==> config.mk <==
export PLATFORM = sky130hd
export DESIGN_NAME = board_tile_store_flat
export DESIGN_NICKNAME = d
export VERILOG_FILES = /design/src/rtl/board_pkg.sv /design/src/rtl/board_tile_store_if.sv /design/src/rtl/board_lfsr.sv /design/src/rtl/board_tile_store.sv /design/src/flat_wrapper.sv
export SDC_FILE = /design/constraint.sdc
export NUM_CORES = 1
export LEC_CHECK = 0
export ABC_AREA = 0
export CAP_MARGIN = 20
export CELL_PAD_IN_SITES_DETAIL_PLACEMENT = 0
export CELL_PAD_IN_SITES_GLOBAL_PLACEMENT = 2
export CORE_MARGIN = 10
export CORE_UTILIZATION = 39
export CTS_CLUSTER_SIZE = 16
export DETAILED_ROUTE_END_ITERATION = 8
export GPL_ROUTABILITY_DRIVEN = 0
export HOLD_SLACK_MARGIN = 0.03
export PLACE_DENSITY_LB_ADDON = 0.1
export SYNTH_ARGS = -nofsm -noshare
export SYNTH_HDL_FRONTEND = slang
export SYNTH_HIERARCHICAL = 1
export SYNTH_SLANG_ARGS = --single-unit
==> constraint.sdc <==
create_clock -name clk -period 8.6 [get_ports clk]
set_input_delay 1.72 -clock clk [delete_from_list [all_inputs] [get_ports clk]]
set_output_delay 1.72 -clock clk [all_outputs]
set_load 0.02 [all_outputs]
==> src/rtl/board_pkg.sv <==
// Shared types, grid geometry and lookup helpers for the board tile store.
// The auto-hide timeout is built only when BOARD_REVEAL_TIMEOUT_EN is defined.
package board_pkg;

  typedef enum logic [3:0] {
    TILE_RED, TILE_ORANGE, TILE_YELLOW, TILE_LIME, TILE_GREEN, TILE_TEAL,
    TILE_CYAN, TILE_BLUE, TILE_PURPLE, TILE_PINK, TILE_BROWN, TILE_GRAY
  } tile_e;

  typedef enum logic [1:0] {
    KIND_NONE     = 2'd0,
    KIND_TRACK    = 2'd1,
    KIND_HIDDEN   = 2'd2,
    KIND_REVEALED = 2'd3
  } kind_e;

  typedef enum logic [1:0] {READY, LOAD, SHUF, FLIP} state_e;

  localparam logic [2:0] ROW_MIN   = 3'd1;
  localparam logic [2:0] ROW_MAX   = 3'd6;
  localparam logic [3:0] COL_MIN   = 4'd1;
  localparam logic [3:0] COL_MAX   = 4'd8;
  localparam logic [2:0] CARD_ROW0 = 3'd3;
  localparam logic [3:0] CARD_COL0 = 4'd2;
  localparam logic [3:0] CARD_COL1 = 4'd7;

  localparam int         NUM_CARDS = 12;
  localparam logic [3:0] CARD_LAST = 4'd11;
  localparam logic [3:0] CARD_NONE = 4'hF;
  localparam logic [4:0] NUM_TRACK = 5'd24;
  localparam logic [4:0] RING_NONE = 5'h1F;

  // Right-shifting Galois form of x^8 + x^6 + x^5 + x^4 + 1.
  localparam logic [7:0] LFSR_TAPS = 8'hB8;

  // Clockwise perimeter walk starting at (1,1); RING_NONE when off the ring.
  function automatic logic [4:0] ring_index(input logic [2:0] row, input logic [3:0] col);
    logic [4:0] idx;
    idx = RING_NONE;
    if (row == ROW_MIN && col >= COL_MIN && col <= COL_MAX)
      idx = {1'b0, col} - 5'd1;
    else if (col == COL_MAX && row > ROW_MIN && row <= ROW_MAX)
      idx = {2'b00, row} + 5'd6;
    else if (row == ROW_MAX && col >= COL_MIN && col < COL_MAX)
      idx = 5'd20 - {1'b0, col};
    else if (col == COL_MIN && row > ROW_MIN && row < ROW_MAX)
      idx = 5'd25 - {2'b00, row};
    return idx;
  endfunction

  function automatic logic [3:0] track_code(input logic [4:0] ring);
    logic [4:0] code;
    code = (ring >= (NUM_TRACK >> 1)) ? ring - (NUM_TRACK >> 1) : ring;
    return code[3:0];
  endfunction

  function automatic logic [3:0] card_index(input logic [2:0] row, input logic [3:0] col);
    logic [3:0] idx;
    idx = CARD_NONE;
    if ((row == CARD_ROW0 || row == CARD_ROW0 + 3'd1) && col >= CARD_COL0 && col <= CARD_COL1)
      idx = ((row == CARD_ROW0) ? 4'd0 : 4'd6) + (col - CARD_COL0);
    return idx;
  endfunction

endpackage

==> src/rtl/board_tile_store_if.sv <==
// Game-FSM and renderer connection to the board tile store.
interface board_tile_store_if;
  logic       init_start;
  logic       init_busy;
  logic       flip_valid;
  logic [3:0] flip_idx;
  logic       flip_ready;
  logic       flip_done;
  logic [3:0] flip_code;
  logic       hide_all;
  logic [2:0] rd_row;
  logic [3:0] rd_col;
  logic [3:0] rd_code;
  logic [1:0] rd_kind;

  modport master (
    output init_start, flip_valid, flip_idx, hide_all, rd_row, rd_col,
    input  init_busy, flip_ready, flip_done, flip_code, rd_code, rd_kind
  );

  modport slave (
    input  init_start, flip_valid, flip_idx, hide_all, rd_row, rd_col,
    output init_busy, flip_ready, flip_done, flip_code, rd_code, rd_kind
  );
endinterface

==> src/rtl/board_lfsr.sv <==
// 8-bit Galois LFSR (taps 8,6,5,4) with seed load on reset and advance enable.
module board_lfsr
  import board_pkg::*;
#(
  parameter logic [7:0] SEED = 8'hA5
) (
  input  logic       clk,
  input  logic       rst,
  input  logic       advance,
  output logic [7:0] value
);

  // NOTE: sequential state uses non-blocking assignments so every register samples pre-edge values.
  always_ff @(posedge clk or posedge rst) begin
    if (rst)
      value <= SEED;
    else if (advance)
      value <= {1'b0, value[7:1]} ^ (value[0] ? LFSR_TAPS : 8'h00);
  end

endmodule

==> src/rtl/board_tile_store.sv <==
// Board tile state: fixed track ring, 12 shuffled centre cards, flip/hide control, 1-cycle read port.
// Optional auto-hide timeout is enabled by defining BOARD_REVEAL_TIMEOUT_EN.
module board_tile_store
  import board_pkg::*;
#(
  parameter logic [7:0]  LFSR_SEED     = 8'hA5,
  parameter logic [23:0] REVEAL_CYCLES = 24'd10_000_000
) (
  input logic               clk,
  input logic               rst,
  board_tile_store_if.slave tile
);

  state_e               state, state_next;
  logic [3:0]           card_code [NUM_CARDS];
  logic [NUM_CARDS-1:0] revealed;
  logic [3:0]           shuf_i;
  logic [3:0]           flip_sel;
  logic [7:0]           lfsr;
  logic [3:0]           shuf_j;
  logic                 swap_ok;
  logic                 flip_accept;
  logic                 timeout_clear;
  logic                 unused_lfsr_hi;

  board_lfsr #(.SEED(LFSR_SEED)) u_lfsr (
    .clk     (clk),
    .rst     (rst),
    .advance (state == SHUF),
    .value   (lfsr)
  );

  assign shuf_j         = lfsr[3:0];
  assign unused_lfsr_hi = ^lfsr[7:4];
  assign swap_ok        = (shuf_j <= shuf_i);
  // Init has priority; out-of-range indices are consumed without effect.
  assign flip_accept    = (state == READY) && !tile.init_start && tile.flip_valid
                          && (tile.flip_idx <= CARD_LAST);

  always_ff @(posedge clk or posedge rst) begin
    if (rst) state <= READY;
    else     state <= state_next;
  end

  // NOTE: assigning a default before the case keeps this block purely combinational (no latch).
  always_comb begin
    state_next = state;
    case (state)
      READY: if (tile.init_start) state_next = LOAD;
             else if (flip_accept) state_next = FLIP;
      LOAD:  state_next = SHUF;
      SHUF:  if (swap_ok && shuf_i == 4'd1) state_next = READY;
      FLIP:  state_next = READY;
      default: state_next = READY;
    endcase
  end

  assign tile.init_busy  = (state == LOAD) || (state == SHUF);
  assign tile.flip_ready = (state == READY);
  assign tile.flip_done  = (state == FLIP);
  assign tile.flip_code  = (state == FLIP) ? card_code[flip_sel] : 4'd0;

  // NOTE: the card array is reset because the identity order is architecturally visible after reset.
  always_ff @(posedge clk or posedge rst) begin
    if (rst) begin
      for (int k = 0; k < NUM_CARDS; k++) card_code[k] <= 4'(k);
      revealed <= '0;
      shuf_i   <= '0;
      flip_sel <= '0;
    end else begin
      if (flip_accept) flip_sel <= tile.flip_idx;
      case (state)
        LOAD: begin
          for (int k = 0; k < NUM_CARDS; k++) card_code[k] <= 4'(k);
          shuf_i <= CARD_LAST;
        end
        SHUF: if (swap_ok) begin
          card_code[shuf_i] <= card_code[shuf_j];
          card_code[shuf_j] <= card_code[shuf_i];
          shuf_i            <= shuf_i - 4'd1;
        end
        default: ;
      endcase
      if (tile.hide_all || state == LOAD || timeout_clear) revealed <= '0;
      // Later assignment wins, so a flip survives a coincident hide_all.
      if (state == FLIP) revealed[flip_sel] <= 1'b1;
    end
  end

`ifdef BOARD_REVEAL_TIMEOUT_EN
  logic [23:0] reveal_cnt;
  logic        reveal_run;

  always_ff @(posedge clk or posedge rst) begin
    if (rst) begin
      reveal_cnt <= '0;
      reveal_run <= 1'b0;
    end else if (state == FLIP) begin
      reveal_cnt <= REVEAL_CYCLES;
      reveal_run <= 1'b1;
    end else if (tile.init_start || tile.hide_all) begin
      reveal_run <= 1'b0;
    end else if (reveal_run && state == READY) begin
      if (reveal_cnt == 24'd0) reveal_run <= 1'b0;
      else                     reveal_cnt <= reveal_cnt - 24'd1;
    end
  end

  assign timeout_clear = reveal_run && (state == READY) && (reveal_cnt == 24'd0);
`else
  logic unused_reveal_cycles;
  assign unused_reveal_cycles = ^REVEAL_CYCLES;
  assign timeout_clear        = 1'b0;
`endif

  kind_e      look_kind;
  logic [3:0] look_code;
  logic [4:0] ring_idx;
  logic [3:0] card_idx;
  logic [3:0] rd_code_q;
  kind_e      rd_kind_q;

  always_comb begin
    look_kind = KIND_NONE;
    look_code = 4'd0;
    ring_idx  = ring_index(tile.rd_row, tile.rd_col);
    card_idx  = card_index(tile.rd_row, tile.rd_col);
    if (ring_idx != RING_NONE) begin
      look_kind = KIND_TRACK;
      look_code = track_code(ring_idx);
    end else if (card_idx != CARD_NONE) begin
      look_kind = revealed[card_idx] ? KIND_REVEALED : KIND_HIDDEN;
      look_code = card_code[card_idx];
    end
  end

  always_ff @(posedge clk or posedge rst) begin
    if (rst) begin
      rd_code_q <= 4'd0;
      rd_kind_q <= KIND_NONE;
    end else begin
      rd_code_q <= look_code;
      rd_kind_q <= look_kind;
    end
  end

  assign tile.rd_code = rd_code_q;
  assign tile.rd_kind = rd_kind_q;

endmodule

==> src/flat_wrapper.sv <==
// flat-port wrapper written by rule: the top's interface ports become plain ports
module board_tile_store_flat import board_pkg::*;
#(
  parameter logic [7:0]  LFSR_SEED     = 8'hA5,
  parameter logic [23:0] REVEAL_CYCLES = 24'd10_000_000
)
  (clk, rst, tile_init_start, tile_flip_valid, tile_flip_idx, tile_hide_all, tile_rd_row, tile_rd_col, tile_init_busy, tile_flip_ready, tile_flip_done, tile_flip_code, tile_rd_code, tile_rd_kind);
  board_tile_store_if tile_i ();
  input logic clk;
  input logic rst;
  input wire logic [$bits(tile_i.init_start)-1:0] tile_init_start;
  input wire logic [$bits(tile_i.flip_valid)-1:0] tile_flip_valid;
  input wire logic [$bits(tile_i.flip_idx)-1:0] tile_flip_idx;
  input wire logic [$bits(tile_i.hide_all)-1:0] tile_hide_all;
  input wire logic [$bits(tile_i.rd_row)-1:0] tile_rd_row;
  input wire logic [$bits(tile_i.rd_col)-1:0] tile_rd_col;
  output wire logic [$bits(tile_i.init_busy)-1:0] tile_init_busy;
  output wire logic [$bits(tile_i.flip_ready)-1:0] tile_flip_ready;
  output wire logic [$bits(tile_i.flip_done)-1:0] tile_flip_done;
  output wire logic [$bits(tile_i.flip_code)-1:0] tile_flip_code;
  output wire logic [$bits(tile_i.rd_code)-1:0] tile_rd_code;
  output wire logic [$bits(tile_i.rd_kind)-1:0] tile_rd_kind;
  assign tile_i.init_start = tile_init_start;
  assign tile_i.flip_valid = tile_flip_valid;
  assign tile_i.flip_idx = tile_flip_idx;
  assign tile_i.hide_all = tile_hide_all;
  assign tile_i.rd_row = tile_rd_row;
  assign tile_i.rd_col = tile_rd_col;
  assign tile_init_busy = tile_i.init_busy;
  assign tile_flip_ready = tile_i.flip_ready;
  assign tile_flip_done = tile_i.flip_done;
  assign tile_flip_code = tile_i.flip_code;
  assign tile_rd_code = tile_i.rd_code;
  assign tile_rd_kind = tile_i.rd_kind;
  board_tile_store #(.LFSR_SEED(LFSR_SEED), .REVEAL_CYCLES(REVEAL_CYCLES)) u_core (.clk(clk), .rst(rst), .tile(tile_i));
endmodule
==> flow_summary.ini <==
[final_layout]
n_fill_cell = 1550
area_growth_pct = 12.0
finalNetCount = 679
antennaDiodeCount = 0
fin_util = 0.445
drive_gt1_frac = 0.196

[yosys]
synth_area_per_cell_um2 = 9.94
synth-edff-count = 0
yosys-top-cells-area = dfrtp_1 24%, mux4_2 12%, dfstp_2 10%
synth_top_cell_by_area = dfrtp_1
syn_nets = 671
syn_area_um2 = 6310
synth_seq_cells = 84
synthArstFlopShare = 1.00
ys_seq_area_frac = 0.338
synth_flop_cell = dfrtp_1
yosys_warnings = 6
syn_inst = 635
synth_top_area_frac = 0.238
yosysUniqueCellTypes = 68

[clocking]
cts_resized = 0
cts_max_level = 3
postCtsHoldBufs = 0
cts_buffer_depth = 2
root_buffer = clkbuf_16
cts_setup_buffers = 0
numCtsBuffers = 9
cts_sinks = 84
clkTransAtPathRegs_ns = 0.06
cts_tree = built
clock_latency_ns = 0.36

[place]
dp_worst_setup_slack_ns = 3.50
io_buffers = 28
hpwl_um = 14900

[global_routing]
grt_pass1_wl_um = 32500
grt_max_degree = 77
grt_pass1_vias = 5431
antenna_found_initial = 0
grt_usage = 0.191
grt_overflow = 0

[worst_hold_path]
min_path_cells = 2
min_to = u_core/revealed[9]
min_from = u_core/revealed[9]
hp-class = register to register

[job]
maxCapViolCount = 0

[sta]
fmax_mhz = 211
post-route-period-util = 0.550
max_slew_margin = 0.254
setup_tns_ns = 0
tightest_slew_ns = 1.12
setup_slack_ns = 3.87
setup_violations = 0
hold_violations = 0
final_max_slew_viol_count = 0
rsz0062_at_grt = no
min_period_ns = 4.73
fin_worst_skew_ns = 0.00965

[die]
die-area_um2 = 21700
rows = 46
die_h_um = 147
start_util = 0.397
die_w_um = 147
ios = 29
fp.coreArea_um2 = 15900

[drt]
drt_first_pass_iters = 5
drt-total-wl_um = 20500
antenna_left = 0
drc = 0
vias = 5500
drtIter0Drc = 366
wl_per_cell_um = 23.8
via_per_inst = 6.37

[setup_path]
reg2reg_from = u_core/shuf_i[1]
r2r_end = u_core/card_code[36]
critical_path.max_fanout = 28
cp-start-kind = input port
reg2reg_slack_ns = 5.05
critical_path_arrival_ns = 4.95
cp_num_buf_inv = 3
path_delay_family = simple AND/OR/NAND/NOR gates
crit_type = input port to register
endpoint_kind = register
startpoint = tile_rd_col[0]
crit_path_max_incr_delay_ns = 0.54
slowest_stage = or4_4
r2r_cells = 10
path_cells = clkdlybuf4s50_1 -> buf_4 -> ha_1 -> or4_4 -> or2_4 -> nand2_1 -> nand2_1 -> a32oi_1 -> ha_1 -> inv_1 -> nor4b_4 -> nor2_1 -> o2bb2ai_1
cp.required_ns = 8.82

[power_and_ir_drop]
internal_power_uw = 1360
p_sw_frac = 0.491
power.share.sequential = 0.297
leakagePower_uw = 0.00284
combPwrFrac = 0.560
pwr_density_cell_nw_per_um2 = 379
power_switching_uw = 1310
ir_drop_uv = 269
clkPwrFrac = 0.143
p_total_uw = 2680

[outcome]
status = finished, final reports clean
## flip-flops by register name, indices dropped and copies added (netlist names)
register,count
u_core/state,2
u_core/card_code,48
u_core/revealed,12
u_core/u_lfsr/value,8
u_core/flip_sel,4
u_core/shuf_i,4
u_core/tile.rd_code,4
u_core/tile.rd_kind,2
## synth_stat cells (2+ instances only)
cell        n
nand2b_1    7
a2bb2oi_1  14
mux2_2     19
dfstp_2    24
dfrtp_1    60
xnor2_1     5
a22o_1     30
a21oi_1    22
a31o_2     11
inv_2       2
nor2_1     28
buf_4       2
mux4_2     33
o21ai_0    17
buf_2       4
a211oi_1    9
o21bai_1    2
o21a_1      2
o211ai_1    5
nor3_1      4
ha_1       20
o2bb2ai_1   2
mux2i_1    28
nor2b_1    12
inv_1      39
nand3b_1    4
nand3_1    21
o31ai_1     3
nor3b_1     2
o221ai_1    4
a221o_1     2
o22ai_1    58
nand2_1    54
clkbuf_1   28
a32o_1      2
a22oi_1     7
a31oi_1     8
o22a_1      4
buf_1       3
and2_1      6
## worst register-to-register path, delay by kind of cell (launching register included)
family                     cells  cell delay (ns)
AOI/OAI and AO/OA              4             0.93
adders and majority gates      1             0.33
buffers and inverters          3             0.89
DFF                            1             0.32
and+or+nand+nor                2             1.01
## cell families (layout without fill, tap and decap cells)
group,count (synthesis),in the layout,share of synthesized area
simple gates,149,149,0.119
xor+xnor,6,6,0.00832
compound gates,215,215,0.248
fa+ha+maj,20,20,0.0396
flops,84,84,0.338
buf+inv,81,94,0.0515
mux,80,80,0.196
## metrics by stage
step	hold slack (ns)	area (um2)	instances
after global placement	0.465	6760	847
after CTS	0.497	7040	863
final	0.493	7070	864
after detailed placement	0.483	6760	847
after floorplan	0.442	6310	635
after global routing	0.516	7070	864
## cells in the final DEF (no fill, tap or decap), types with 21 or more instances in the layout
cell	n
a22o_1	30
nor2_1	28
inv_1	38
dfrtp_1	60
nand2_1	54
mux4_2	33
a21oi_1	22
o22ai_1	58
dfstp_2	24
nand3_1	21
clkdlybuf4s50_1	28
mux2i_1	28
## worst max path at each step
stage                                   to  slack, ns  depth (start not counted)
finish              u_core/tile.rd_code[3]       3.87                         13
global route        u_core/tile.rd_code[3]       3.62                         13
CTS                      tile_flip_code[1]       3.85                          5
detailed placement  u_core/tile.rd_code[3]       3.50                         13
global placement    u_core/tile.rd_code[3]       3.59                         13
floorplan           u_core/tile.rd_code[3]       4.39                         12
## metal layers
layer  vias to the layer above  part of all wire  track usage
met3                        37             0.062       0.0301
met4                         0             0.029       0.0763
li1                       2474                 -            -
met5                         -                 0            0
met2                       233              0.46        0.298
met1                      2756              0.45        0.257
## layout make-up
type	instances	area, um2	area share
clock buffer	9	225	0.0319
clock inverter	7	58.8	0.00832
inverter	42	158	0.0223
multi-input combinational	470	3860	0.547
sequential	84	2130	0.302
tap	216	270	0.0382
timing repair buffer	36	360	0.0510
## power by group through the flow
stage | Sequential [uW] | Combinational (uW) | Clock, uW
after CTS | 788 | 1480 | 390
after floorplan | 631 | 1150 | 0
after global routing | 820 | 1600 | 413
after detailed placement | 794 | 1470 | 0
after global placement | 790 | 1470 | 0
final | 795 | 1500 | 382
Note: power is estimated with default switching activity, not from simulation.
